$ cat src/rtl/ula_unit.sv
// Registered 4-bit ALU: ADD/SUB/AND/OR with carry, borrow or zero flag.
// One-cycle latency, accepts a new operation every cycle, no backpressure.
module ula_unit #(
  parameter int WIDTH = 4
) (
  input  logic             clk,
  input  logic             rst_n,
  input  logic             in_valid,
  input  logic [WIDTH-1:0] A,
  input  logic [WIDTH-1:0] B,
  input  logic [1:0]       sel,
  output logic [WIDTH-1:0] resul,
  output logic             flag,
  output logic             out_valid
);

  logic [WIDTH:0]   sum;
  logic [WIDTH:0]   diff;
  logic [WIDTH-1:0] res_next;
  logic             flag_next;

  // Widened by one bit so the top bit carries the carry (ADD) or borrow (SUB).
  assign sum  = {1'b0, A} + {1'b0, B};
  assign diff = {1'b0, A} - {1'b0, B};

  always_comb begin
    res_next  = '0;
    flag_next = 1'b0;
    case (sel)
      2'b00: begin
        res_next  = sum[WIDTH-1:0];
        flag_next = sum[WIDTH];
      end
      2'b01: begin
        res_next  = diff[WIDTH-1:0];
        flag_next = diff[WIDTH];
      end
      2'b10: begin
        res_next  = A & B;
        flag_next = ~|(A & B);
      end
      default: begin
        res_next  = A | B;
        flag_next = ~|(A | B);
      end
    endcase
  end

  always_ff @(posedge clk or negedge rst_n) begin
    if (!rst_n) begin
      resul     <= '0;
      flag      <= 1'b0;
      out_valid <= 1'b0;
    end else begin
      out_valid <= in_valid;
      if (in_valid) begin
        resul <= res_next;
        flag  <= flag_next;
      end
    end
  end

endmodule

$ cat config.mk
export PLATFORM = sky130hd
export DESIGN_NAME = ula_unit
export DESIGN_NICKNAME = d
export VERILOG_FILES = /design/src/rtl/ula_unit.sv
export SDC_FILE = /design/constraint.sdc
export NUM_CORES = 1
export LEC_CHECK = 0
export CAP_MARGIN = 20
export CORE_UTILIZATION = 50
export CTS_CLUSTER_DIAMETER = 30
export DETAILED_ROUTE_END_ITERATION = 10
export HOLD_SLACK_MARGIN = 0.15
export PLACE_DENSITY_LB_ADDON = 0.08
export SYNTH_ARGS = -nofsm -noshare
export SYNTH_HDL_FRONTEND = slang
export SYNTH_SLANG_ARGS = --single-unit
$ cat constraint.sdc
create_clock -name clk -period 2.4 [get_ports clk]
set_input_delay 0.6 -clock clk [delete_from_list [all_inputs] [get_ports clk]]
set_output_delay 0.6 -clock clk [all_outputs]
set_load 0.1 [all_outputs]
==> results of run 1 <==
[worst paths after layout]
kind | startpoint | end | depth (start not counted) | slack (ns)
max | A[1] | resul[3] | 7 | 0.06
min | resul[2] | resul[2] | 1 | 0.48
max reg2reg | resul[3] | resul[3] | 2 | 1.42
min in group asynchronous | rst_n | resul[1] | 1 | 0.59
min reg2reg | resul[2] | resul[2] | 1 | 0.48
max in group asynchronous | rst_n | flag | 1 | 1.58
[power breakdown]
part	total, mW	switching, mW	leakage, nW	internal (mW)
Clock	0.0988	0.0419	0.0138	0.0569
Combinational	0.254	0.162	0.415	0.0920
Sequential	0.121	0.00653	0.0692	0.114
[layer usage]
metal	vias to the layer above	part of all wire, %	GRT usage, %
li1	335	-	-
met1	328	40	25.6
met2	34	52	47.1
met3	7	6.5	8.67
met4	0	1.9	5.17
met5	-	0	0
[Yosys cell counts (2+ instances only)]
cell type / number
a21oi_1: 2
nor2_1: 9
nand2_1: 3
ha_1: 12
inv_1: 11
a31oi_1: 2
dfrtp_1: 6
fa_1: 2
nand3b_1: 2
nand2b_1: 4
nor2b_1: 2
[kinds of logic (layout without fill, tap and decap cells)]
logic type,after synthesis,after routing
AND/OR/NAND/NOR,23,23
buffers and inverters,14,47
flip-flops,6,6
adder cells (fa/ha/maj),14,14
AO/OA/AOI/OAI,18,18
multiplexers,2,2
[layout make-up]
type	count	area (um2)
Clock buffer	3	22.5
Fill cell	92	288
Inverter	11	41.3
Multi-Input combinational cell	57	487
Sequential cell	6	150
Tap cell	15	18.8
Timing Repair Buffer	33	278
[flip-flops by register name, indices dropped and copies added, names as in the netlist]
register	flops
resul	4
flag	1
out_valid	1
[worst register-to-register path, cell delays in order, from the launching register on]
cell and delay (ns):
dfrtp_1 0.38, nor2b_1 0.13, or3_1 0.35
==> flow_summary_export.csv, run 1 <==
group,metric,value,unit
detailed_routing,wl_per_cell,13.0,um
timing,setup_violations,0,
worst_setup_path,path_class,"in -> reg",
flow_run,drv_cap,0,
logic_synthesis,synth_top_area_cell,"dfrtp_1",
placement,globalplace.congestion,0.846,
power,cellPowerDensity,475,nW/um2
logic_synthesis,netlist_instances,77,
placement,dp_cells,122,
clock_tree,postCtsHoldBufs,0,
timing,slew_viol_final,0,
placement,pre_cts_slack,-0.226,ns
logic_synthesis,synth_xor_area_share,0,%
logic_synthesis,synth-edff-count,0,
status,status,"finished with violations",
final_layout,stdcell_count,125,
worst_setup_path,cp_top_family,"compound AO/OA/AOI/OAI gates",
grt,grt_max_degree,13,
clock_tree,cts_buffers,3,
clock_tree,cts_tree,"yes",
timing,fin_crit,2.34,ns
logic_synthesis,synthMuxAreaShare,4.73,%
clock_tree,cts_resized,0,
power,power_leakage,0.498,nW
clock_tree,clockBufferDepth,2,
grt,grt_first_pass_wirelength,2530,um
clock_tree,cts_setup_buffers,0,
detailed_routing,first_iter_violations,30,
timing,hold-worst-slack,0.480,ns
final_layout,drive_gt1_share,26.4,%
clock_tree,cts-root-buf,"clkbuf_4",
final_layout,fin_area,997,um2
floorplanning,die_w,39.1,um
status,violations,"DRC",
logic_synthesis,synth.yosys.seq_area_share,21.8,%
clock_tree,cts_num_sinks,6,
final_layout,diodes,0,
worst_setup_path,end_kind,"flop",
floorplanning,die_h,39.1,um
final_layout,nets,139,
logic_synthesis,synth_flop_cell,"dfrtp_1",
detailed_routing,drc_errors,4,
logic_synthesis,synth_nets,104,
detailed_routing,ant_nets,0,
clock_tree,clock_latency,0.25,ns
logic_synthesis,synth_seq_cells,6,
detailed_routing,wirelength,1620,um
worst_setup_path,crit_path_max_incr_delay,0.50,ns
logic_synthesis,synth_compound_area_share,20.0,%
grt,grt_antenna_before_repair,0,
logic_synthesis,yosys.area_share.adder,27.6,%
logic_synthesis,synth-simple-area-share,16.9,%
timing,rsz0062_at_grt,"false",
clock_tree,clk_pin_slew,0.05,ns
floorplanning,start_util,53.6,%
placement,dp_hpwl,1360,um
floorplanning,coreArea,1280,um2
timing,hold_viol,0,
worst_setup_path,arrival,2.47,ns
power,total_power,0.474,mW
timing,period_share,97.5,%
power,irDropWorstVdd,0.000352,V
clock_tree,h-tree-depth,1,
timing,timing.fmax,0.427,GHz
final_layout,most-common-layout-cells,"buf_4 (21), ha_1 (12), clkdlybuf4s50_1 (12)",
grt,grt_util_all_layers,24.8,%
logic_synthesis,ys_warn_count,0,
timing,setup_ws,0.0594,ns
floorplanning,num_rows,13,
logic_synthesis,yosysUniqueCellTypes,33,
logic_synthesis,syn_area,688,um2
timing,tns,0,ns
worst_setup_path,cp.buffers_inverters,2,
detailed_routing,via_per_inst,5.63,
logic_synthesis,async_flop_share,100,%
worst_setup_path,startpoint_type,"input port",
final_layout,synthToLayoutAreaGrowth,44.9,%
worst_setup_path,slowest_stage,"clkdlybuf4s50_1",
detailed_routing,dr.pass1.iters,9,
worst_setup_path,crit_required,2.53,ns
worst_setup_path,crit_chain,"clkdlybuf4s50_1 -> inv_2 -> ha_1 -> a21o_1 -> a211o_1 -> a41o_1 -> or3_1",
worst_setup_path,cp_max_fo,3,
min_path,hold_path.class,"reg -> reg",
grt,gr-total-overflow,0,
final_layout,final_util,77.6,%
timing,maxSlewHeadroom,67.4,%
placement,post_dp_cell_area,965,um2
grt,grt_pass1_vias,628,
logic_synthesis,syn_avg_cell_area,8.94,um2
final_layout,final_common_cell,"buf_4",
floorplanning,ios,19,
timing,fin_skew,0,ns
logic_synthesis,synth_top_family_by_area,"adder cells",
detailed_routing,vias,704,
floorplanning,die-area,1530,um2
timing,worst_pin_slew,0.482,ns
placement,port_buffers,18,
logic_synthesis,synth_area_leaders,"dfrtp_1 (22%), ha_1 (22%), inv_1 (6.0%)",
logic_synthesis,synth_top_area_share,21.8,%
Power figures use the tool's default switching activity.
==> inputs of run 2 (changes only) <==
- PLACE_DENSITY: unset -> 0.83
- PLACE_DENSITY_LB_ADDON: 0.08 -> unset
- SETUP_SLACK_MARGIN: unset -> 0.3
==> run 2 against run 1 <==
Against the previous run:
- the flow now finishes without violations
- wire length down 6.5%
- first-iteration DRC count fell by 40%
- clock skew did not move
- register-to-register slack lost 0.02 ns
- setup slack better by 0.28 ns
- utilization grew 2.2 points
- cell count shrank 0.80%
- final area increased by 2.9%
- non-clock buffer count down 1
- critical path depth unchanged
- count of clock-buffer cells in the layout unchanged
- global-route usage shrank 2.2 points
==> flow_summary_export.csv, run 2 (synthesis results as in run 1) <==
group,metric,value,unit
status,status,"completed",
final_layout,most-common-layout-cells,"buf_4 (20), nor2_1 (9), inv_1 (7)",
timing,maxSlewHeadroom,74.5,%
timing,worst_pin_slew,0.373,ns
detailed_routing,first_iter_violations,18,
worst_setup_path,path_class,"in -> reg",
power,irDropWorstVdd,0.000196,V
final_layout,nets,138,
power,power_leakage,0.512,nW
final_layout,largest_reg_flops,4,
clock_tree,cts_num_sinks,6,
placement,dp_hpwl,1240,um
detailed_routing,wirelength,1510,um
detailed_routing,via_per_inst,5.40,
placement,pre_cts_slack,-0.200,ns
grt,grt_util_all_layers,22.7,%
timing,fin_crit,2.06,ns
final_layout,multi_input_area,520,um2
timing,rsz0062_at_grt,"false",
worst_setup_path,crit_required,2.50,ns
detailed_routing,drc_errors,0,
floorplanning,coreArea,1280,um2
final_layout,regMostFlops,"resul",
worst_setup_path,arrival,2.16,ns
placement,post_dp_cell_area,957,um2
final_layout,final_common_cell,"buf_4",
timing,slew_viol_final,0,
worst_setup_path,end_kind,"flop",
worst_setup_path,startpoint_type,"input port",
final_layout,regArea,150,um2
grt,gr-total-overflow,0,
floorplanning,ios,19,
timing,hold_viol,0,
clock_tree,clk_pin_slew,0.04,ns
detailed_routing,wl_per_cell,12.2,um
placement,globalplace.congestion,0.873,
floorplanning,num_rows,13,
floorplanning,die_w,39.1,um
min_path,hold_path.class,"reg -> reg",
final_layout,drive_gt1_share,34.9,%
flow_run,drv_cap,0,
floorplanning,die_h,39.1,um
clock_tree,cts-root-buf,"clkbuf_4",
final_layout,diodes,0,
final_layout,fill_cells,93,
clock_tree,cts_setup_buffers,0,
clock_tree,cts_buffers,3,
grt,grt_first_pass_wirelength,2340,um
floorplanning,start_util,53.6,%
detailed_routing,dr.pass1.iters,4,
final_layout,fin_area,1030,um2
timing,timing.fmax,0.485,GHz
final_layout,synthToLayoutAreaGrowth,49.1,%
placement,dp_cells,121,
timing,period_share,86.0,%
grt,grt_pass1_vias,569,
clock_tree,cts_tree,"yes",
grt,grt_max_degree,13,
detailed_routing,ant_nets,0,
power,total_power,0.464,mW
timing,setup_ws,0.337,ns
grt,grt_antenna_before_repair,0,
final_layout,top_regs,"resul x4, flag x1, out_valid x1",
floorplanning,die-area,1530,um2
placement,port_buffers,18,
timing,hold-worst-slack,0.472,ns
final_layout,stdcell_count,124,
detailed_routing,vias,669,
timing,fin_skew,0,ns
worst_setup_path,cp_max_fo,2,
clock_tree,h-tree-depth,1,
clock_tree,clock_latency,0.23,ns
power,cellPowerDensity,452,nW/um2
clock_tree,clockBufferDepth,2,
timing,setup_violations,0,
==> run 2: cell count changes in the layout (fill, tap and decap cells not counted), moves of 2 or more <==
cell | before | now
ha_2 | 0 | 4
inv_2 | 1 | 4
dlymetal6s2s_1 | 0 | 3
ha_1 | 12 | 6
dlygate4sd2_1 | 0 | 4
ha_4 | 0 | 2
inv_1 | 10 | 7
clkdlybuf4s50_1 | 12 | 5
==> run 2: metrics by stage <==
step | setup TNS (ns) | util, %
after floorplan | 0 | -
after global placement | -0.519 | 74.5
after detailed placement | -0.668 | 74.5
after CTS | 0 | 78.8
after global routing | 0 | 79.8
final | 0 | 79.8
==> run 2: routing by layer <==
layer	wire length [um]	vias to the layer above	part of all wire [%]	track usage, %
li1	-	336	-	-
met1	645	305	43	28.4
met2	782	26	52	38.8
met3	79	2	5.2	5.20
met4	4	0	0.26	5.17
met5	0	-	0	0
==> run 2: cell type report <==
cell class | instances | share of cell area [%]
tap | 15 | 1.83
inverter | 11 | 4.02
sequential | 6 | 14.6
timing repair buffer | 32 | 26.6
multi-input combinational | 57 | 50.7
clock buffer | 3 | 2.20
==> run 2: critical path: stages <==
cell and delay (ns):
dlygate4sd2_1 0.25, buf_4 0.15, ha_2 0.17, a21o_1 0.17, a211o_1 0.29, a41o_1 0.22
or3_1 0.31
==> run 2: worst paths after layout <==
path | start | cells after the start | endpoint | slack [ns]
worst max-delay path | B[1] | 7 | resul[3] | 0.34
worst min-delay path | resul[2] | 1 | resul[2] | 0.47
worst max register to register | resul[3] | 2 | resul[3] | 1.40
worst min register to register | resul[2] | 1 | resul[2] | 0.47
max in group asynchronous | rst_n | 1 | out_valid | 1.58
min in group asynchronous | rst_n | 1 | resul[2] | 0.61
==> run 2: report_power, final <==
| part | internal [mW] | total (mW) | switching (mW) |
|---|---|---|---|
| combinational | 0.0925 | 0.257 | 0.165 |
| clock | 0.0561 | 0.0857 | 0.0296 |
| sequential | 0.114 | 0.121 | 0.00634 |
| total | 0.263 | 0.464 | 0.201 |
==> run 2: timing repair <==
| action | CTS | global route |
|---|---|---|
| resized for setup | 14 | 7 |
| hold buffers | 0 | 0 |
| endpoints found under the setup margin | 4 | 3 |
| pin swaps | 5 | 2 |
